**src/rtl/stage_seq_pkg.sv**
```systemverilog
// Shared stage encoding and helpers for the multicycle stage sequencer.
package stage_seq_pkg;

  localparam int STAGE_W = 3;

  typedef enum logic [STAGE_W-1:0] {
    FETCH     = 3'd0,
    DECODE    = 3'd1,
    EXECUTE   = 3'd2,
    MEMORY    = 3'd3,
    WRITEBACK = 3'd4,
    HALTED    = 3'd7
  } stage_t;

  function automatic stage_t last_stage(input int n);
    if (n == 2)
      return DECODE;
    else if (n == 3)
      return EXECUTE;
    else
      return WRITEBACK;
  endfunction

endpackage

```
**src/rtl/wrap_counter.sv**
```systemverilog
// Free-running up counter with enable; wraps modulo 2^W.
module wrap_counter #(
  parameter int W = 32
) (
  input  logic         r_clk,
  input  logic         r_rst,
  input  logic         inc,
  output logic [W-1:0] q
);

  localparam logic [W-1:0] ONE = 1;

  always_ff @(posedge r_clk or posedge r_rst) begin
    if (r_rst)
      q <= '0;
    else if (inc)
      q <= q + ONE;
  end

endmodule

```
**src/rtl/stage_sequencer.sv**
```systemverilog
// Multicycle CPU stage controller: F/D/E/M/W sequencing, stall, halt, instret.
// STAGE_SEQ_STALL_CNT_EN adds the o_stall_cycles counter output.
module stage_sequencer
  import stage_seq_pkg::*;
#(
  parameter int NUM_STAGES = 5,
  parameter int CNT_W      = 32
) (
  input  logic               r_clk,
  input  logic               r_rst,
  input  logic               i_en,
  input  logic               i_stall,
  input  logic               i_skip_mem,
  input  logic               i_halt,
  output logic [STAGE_W-1:0] o_stage,
  output logic [4:0]         o_stage_oh,
  output logic               o_retire,
  output logic [CNT_W-1:0]   o_instret,
  output logic               o_halted
`ifdef STAGE_SEQ_STALL_CNT_EN
  ,
  output logic [CNT_W-1:0]   o_stall_cycles
`endif
);

  localparam stage_t LAST = last_stage(NUM_STAGES);

  if (NUM_STAGES < 2 || NUM_STAGES > 5) begin : g_bad_cfg
    $error("stage_sequencer: NUM_STAGES must be 2..5");
  end

  stage_t stage;
  logic   halt_pend;
  logic   advance;
  logic   retire;
  logic   illegal;

  assign illegal = (stage == stage_t'(3'd5)) ||
                   (stage == stage_t'(3'd6));
  assign advance = i_en && !i_stall && (stage != HALTED);
  assign retire  = advance && (stage == LAST);

  always_ff @(posedge r_clk or posedge r_rst) begin
    if (r_rst) begin
      stage     <= FETCH;
      halt_pend <= 1'b0;
    end else begin
      if (i_en && i_halt)
        halt_pend <= 1'b1;
      if (illegal)
        stage <= FETCH;
      else if (retire)
        stage <= (halt_pend || i_halt) ? HALTED : FETCH;
      else if (advance) begin
        // Last-stage exits are handled by the retire branch above.
        case (stage)
          FETCH:     stage <= DECODE;
          DECODE:    stage <= EXECUTE;
          EXECUTE:   stage <= (NUM_STAGES == 5 && !i_skip_mem)
                              ? MEMORY : WRITEBACK;
          MEMORY:    stage <= WRITEBACK;
          default:   stage <= FETCH;
        endcase
      end
    end
  end

  assign o_stage  = stage;
  assign o_retire = retire;
  assign o_halted = (stage == HALTED);

  always_comb begin
    o_stage_oh = '0;
    if (!illegal && stage != HALTED)
      o_stage_oh = 5'b00001 << stage;
  end

  wrap_counter #(
    .W (CNT_W)
  ) u_instret (
    .r_clk (r_clk),
    .r_rst (r_rst),
    .inc   (retire),
    .q     (o_instret)
  );

`ifdef STAGE_SEQ_STALL_CNT_EN
  wrap_counter #(
    .W (CNT_W)
  ) u_stall_cnt (
    .r_clk (r_clk),
    .r_rst (r_rst),
    .inc   (i_en && i_stall && (stage != HALTED)),
    .q     (o_stall_cycles)
  );
`endif

endmodule
```
**config.mk**
```make
export PLATFORM = sky130hd
export DESIGN_NAME = stage_sequencer
export DESIGN_NICKNAME = d
export VERILOG_FILES = /design/src/rtl/stage_seq_pkg.sv /design/src/rtl/wrap_counter.sv /design/src/rtl/stage_sequencer.sv
export SDC_FILE = /design/constraint.sdc
export NUM_CORES = 1
export LEC_CHECK = 0
export CAP_MARGIN = 20
export CORE_MARGIN = 3
export CORE_UTILIZATION = 25
export DETAILED_ROUTE_END_ITERATION = 8
export PLACE_DENSITY = 0.54
export SLEW_MARGIN = 20
export SYNTH_ARGS = -nofsm -noshare
export SYNTH_HDL_FRONTEND = slang
export SYNTH_SLANG_ARGS = --single-unit
export TNS_END_PERCENT = 50
```
**constraint.sdc**
```tcl
create_clock -name r_clk -period 1.8 [get_ports r_clk]
set_input_delay 0.54 -clock r_clk [delete_from_list [all_inputs] [get_ports r_clk]]
set_output_delay 0.54 -clock r_clk [all_outputs]
set_load 0.01 [all_outputs]
```
## After elaboration in Yosys (flattened, before gate mapping)

Index checks and enable logic that the tools add are counted.

- Flip-flop bits (word level): 36
- Bits of input ports: 6
- Output and inout bits: 42
- Logic and storage cells: 31

- Add/sub/neg operators: 1
- Equal/unequal tests: 8
- Shifts and indexed selects: 1
- Mux-type cells: 7
- Reduce and logical (&&, ||, !) cells: 11

Operators with widths:

| cell | number |
|---|---|
| $add 32x1->32 const B | 1 |
| $mux 3 | 5 |
| $eq 3x3->1 const B | 4 |
| $pmux 3 s4 | 1 |
| $eq 3x2->1 const B | 2 |
| $logic_and 1x1->1 | 5 |
| $mux 5 | 1 |
| $shl 1x3->5 const A | 1 |
| $eq 3x1->1 const B | 1 |
| $logic_not 3->1 | 1 |
| $ne 3x3->1 const B | 1 |
| $reduce_bool 3->1 | 1 |
| $logic_not 1->1 | 2 |
| $logic_or 1x1->1 | 2 |

## Logic depth before layout (Yosys ltp)

- Depth in word-level cells: 6
- Mapped depth: 5
- Gate-level depth less buffers: 5

## Cells and area by module

Synthesis repeated with hierarchy kept, for this count alone.

- Cell total of the unflattened synthesis: 160
- Area, all modules: 1811.7 sq um

By module, submodules not included:

| module | times used | cells an instance | area each (sq um) | sequential area each (sq um) |
|---|---|---|---|---|
| wrap_counter | 1 | 126 | 1510.2 | 800.8 |
| stage_sequencer | 1 | 34 | 301.5 | 100.1 |

## Worst setup path before layout

Ideal clock, no wire load.

- Kind: input-to-reg
- From: input i_stall
- To: register u_instret.q[27]
- Data arrival time: 1.721 ns
- Required time: 1.675 ns
- Slack: -0.046 ns
- Stages on the path: 4
- Path through: or4b_4 > nor4_4 > nand4_1 > xnor2_1

- Word-level cells in the longest chain between the ends: 4

RTL lines:

| element | RTL line | source |
|---|---|---|
| start, declared | stage_sequencer.sv:12 | `input logic i_stall,` |
| $logic_not 1->1 | stage_sequencer.sv:40 | `assign advance = i_en && !i_stall && (stage != HALTED);` |
| $logic_and 1x1->1 (2 in a row) | stage_sequencer.sv:40 |  |
| $logic_and 1x1->1 | stage_sequencer.sv:41 | `assign retire = advance && (stage == LAST);` |
| end signal, assigned | wrap_counter.sv:17 | `q <= q + ONE;` |
| end, declared | wrap_counter.sv:8 | `output logic [W-1:0] q` |

Every way passes these cells.
A chain may end at the register's enable or synchronous reset.

## Worst setup path after layout

- From: register stage[1] (netlist: o_stage[1])
- To: output o_retire

- Word-level cells in the longest chain between the ends: 3

RTL lines:

| element | RTL line | source |
|---|---|---|
| start, declared | stage_sequencer.sv:32 | `stage_t stage;` |
| start signal, assigned | stage_sequencer.sv:53 | `stage <= (halt_pend \|\| i_halt) ? HALTED : FETCH;` |
| start signal, assigned | stage_sequencer.sv:59 | `EXECUTE: stage <= (NUM_STAGES == 5 && !i_skip_mem)` |
| $ne 3x3->1 | stage_sequencer.sv:40 |  |
| $logic_and 1x1->1 | stage_sequencer.sv:40 |  |
| $logic_and 1x1->1 (*) | stage_sequencer.sv:41 |  |
| end, declared | stage_sequencer.sv:17 | `output logic o_retire,` |

Mark *: on every way between the ends. The rest lies on a longest branch, timed or not.

==> metrics.md <==
| Metric | Value |
|---|---|
| # IOs | `48` |
| Leak pwr | `1.52 nW` |
| Synth top area cells | `dfrtp_1 51%, xnor2_1 12%, nand4_1 6.4%` |
| Max Clock Freq | `521 MHz` |
| Layout cells sized above 1 | `0.289` |
| Row count | `29` |
| Filler Cells Inserted | `668` |
| CP arrival | `1380 ps` |
| Final instance area | `2810 um^2` |
| Critical path type | `register to primary output` |
| Die width | `90.0 um` |
| Total Routed Length | `4.33 mm` |
| RSZ-0062 raised after global routing | `true` |
| Core area | `6600 um^2` |
| Vias | `1490` |
| Met3 GRT Util | `0.0317` |
| Post-place instance area | `2480 um^2` |
| Max-slew headroom | `0.784` |
| Final worst-path cycle share | `1.07` |
| Register share of total power | `0.365` |
| Tightest Pin Transition | `322 ps` |
| Initial Util | `0.267` |
| Detailed Place HPWL | `2.97 mm` |
| GRT busiest layer | `met2` |
| Switching share of total power | `0.292` |
| Comb power frac | `0.348` |
| Port bufs | `47` |
| Layout area overhead | `59.0%` |
| Max FO, Critical Path | `3` |
| Root Driver | `clkbuf_8` |
| Clk pwr share | `0.287` |
| Mapped Nets | `174` |
| CP endpoint | `o_retire` |
| Main flop type after synthesis | `dfrtp_1` |
| DR vias/cell | `4.36` |
| Crit. Startpoint | `o_stage[1]$_DFFE_PP0P_` |
| Hold crit path type | `register to register` |
| M1 GR Usage | `0.145` |
| Post-CTS Hold Fix Bufs | `0` |
| Fin nets | `255` |
| R2r setup slk | `-80 ps` |
| Global route overflow | `0` |
| Final Skew | `9.69 ps` |
| Die Y | `90.0 um` |
| Iteration-0 DRC Markers | `65` |
| Die ar. | `8100 um^2` |
| Pwr dens | `885 nW/um^2` |
| Internal power | `1.76 mW` |
| Minimum clock period | `1920 ps` |
| Met2 usage | `0.184` |
| Worst R2R Path Depth | `5` |
| Final antenna-violating net count | `0` |
| CTS Sinks | `36` |
| Critical path data required time | `1260 ps` |
| Multi-input logic area | `902 um^2` |
| Max stage delay on crit path | `420 ps` |
| Status | `finished, violations left` |
| Reg2reg end | `u_instret.q[14]$_DFFE_PP0P_` |
| Max Cap Viol | `0` |
| Switching pwr | `0.725 mW` |
| Peak VDD IR | `0.472 mV` |
| Netlist Area Pre-Place | `1760 um^2` |
| Crit end category | `primary output` |
| N_diodes | `0` |
| DRC Markers | `0` |
| 1st-pass router iterations | `4` |
| Violated checks | `setup timing` |
| First-pass GRT wire length | `7.56 mm` |
| CTS tree | `yes` |
| Fin util | `0.425` |
| Clock Path Buffers | `2` |
| Async set-reset flop share out of synthesis | `1.00` |
| Initial antenna violation count | `0` |
| Avg WL per Cell | `12.7 um` |
| Crit path launch type | `register` |
| Reg2reg start | `o_stage[1]$_DFFE_PP0P_` |
| Avg Inst Size Synth | `10.6 um^2` |
| Vias in the first global route | `1588` |
| Largest net degree at the start of global routing | `37` |
| Area leader, netlist | `dfrtp_1` |
| CP max stage cell | `or3b_4` |
| Seq cells post-synth | `36` |
| Routability cong. | `0.705` |
| Final hold violation count | `0` |
| Share of the synthesized area in the top cell type | `0.511` |
| Post-synth EDFFs | `0` |
| Clock latency on the worst-skew pair | `290 ps` |
| Final setup fails | `5` |
| CTS H-Tree Depth | `2` |
| Final Total Pwr | `2.48 mW` |
| Clock-pin slew on the worst setup and hold paths | `70 ps` |
| Cells after Synth | `167` |
| Worst path cell trace | `or3b_4, inv_4, nand2_2, inv_2, buf_6` |
| GRT Util Overall | `0.113` |
| Count of cell types in the netlist | `33` |
| Max-slew violations | `0` |
| Sequential Area | `903 um^2` |
| Sequential area share after synthesis | `0.511` |
| Synth warn | `0` |
| Setup slack after layout | `-118 ps` |
| CTS Buf Count | `5` |
[worst max-delay path, delay by kind of cell, from the launching register on]
family                 cells  cell delay, ps
buffers and inverters      3             220
flip-flops                 1             390
AND/OR/NAND/NOR            2             480
[area by class of cell]
cell class / count / share of cell area
Clock inverter: 3 / 0.0152
Multi-Input combinational cell: 117 / 0.322
Tap cell: 93 / 0.0415
Inverter: 9 / 0.0129
Clock buffer: 5 / 0.0245
Sequential cell: 36 / 0.322
Timing Repair Buffer: 79 / 0.262
[state kept, by name, indices dropped and copies added (netlist names)]
name / count
u_instret.q: 32
halt_pend: 1
o_stage: 3
[synth_stat cells (2+ instances only)]
library cell,count
nand3_1,8
nor2_1,11
a21oi_1,4
nor4_1,2
nand2b_1,2
nor3_1,3
nor2b_1,3
nand4_1,18
o21ai_0,4
nor4_4,2
xor2_1,6
inv_1,9
dfrtp_1,36
nand2_1,10
clkbuf_1,4
xnor2_1,25
and2_1,2
and3_1,3
[routing by layer]
layer	vias up	wire length, um
met5	-	0
met1	694	2010
met3	5	231
li1	750	-
met2	41	2040
met4	0	51
[power by group through the flow]
stage / logic [mW] / registers (mW) / clock network (mW)
3_5_place_dp: 0.666 / 0.915 / 0
2_1_floorplan: 0.269 / 0.959 / 0
6_report: 0.864 / 0.906 / 0.712
3_3_place_gp: 0.666 / 0.915 / 0
5_1_grt: 0.944 / 0.917 / 0.765
4_1_cts: 0.707 / 0.905 / 0.733
[how the worst min path moves through the flow]
stage	from	endpoint	slack [ps]	depth (start not counted)
after floorplan	halt_pend$_DFFE_PP0P_	halt_pend$_DFFE_PP0P_	430	1
after global placement	halt_pend$_DFFE_PP0P_	halt_pend$_DFFE_PP0P_	440	1
after detailed placement	halt_pend$_DFFE_PP0P_	halt_pend$_DFFE_PP0P_	450	1
after CTS	halt_pend$_DFFE_PP0P_	halt_pend$_DFFE_PP0P_	470	1
after global routing	halt_pend$_DFFE_PP0P_	halt_pend$_DFFE_PP0P_	490	1
final	halt_pend$_DFFE_PP0P_	halt_pend$_DFFE_PP0P_	460	1
[cell usage in the layout (no fill, tap or decap), types with 2 or more instances in the layout]
cell type and count:
dlygate4sd2_1 25, a21oi_1 4, xnor2_1 24, nand3_1 7, o21ai_0 4, dlymetal6s2s_1 10, nor4_1 2, buf_2 5
clkdlybuf4s50_1 5, nor4_4 2, nor2_4 3, xor2_1 6, dfrtp_1 34, nor2b_4 2, nand4_1 18, nand2_1 8
clkbuf_8 5, nand2_2 2, inv_1 7, and3_1 2, dfrtp_2 2, buf_4 20, nor2_1 8, and2_1 2
nor3_1 2, buf_6 13
[logic make-up (layout without fill, tap and decap cells)]
family          Yosys count  count (layout)  synth area share
fa+ha+maj                 1               1           0.00709
simple gates             71              71             0.247
xor+xnor                 31              31             0.154
mux                       2               2            0.0121
compound gates           12              12            0.0390
flops                    36              36             0.511
buf+inv                  14              96            0.0305
[per-stage QoR]
stage / hold WS (ps) / std cells / setup TNS [ps] / setup WS (ps)
after floorplan: 428 / 167 / 0 / 3.91
after global placement: 444 / 320 / -11670 / -588
after detailed placement: 446 / 320 / -11790 / -593
after CTS: 465 / 335 / -914 / -149
after global routing: 486 / 342 / -1410 / -185
final: 463 / 342 / -376 / -118
[timing repair]
| action | CTS | global route |
|---|---|---|
| cloned | 0 | 1 |
| gates resized for setup | 73 | 28 |
| buffers inserted | 7 | 6 |
| setup endpoints to repair | 48 | 38 |
| pin swaps | 12 | 11 |
(Power assumes the default switching activity.)
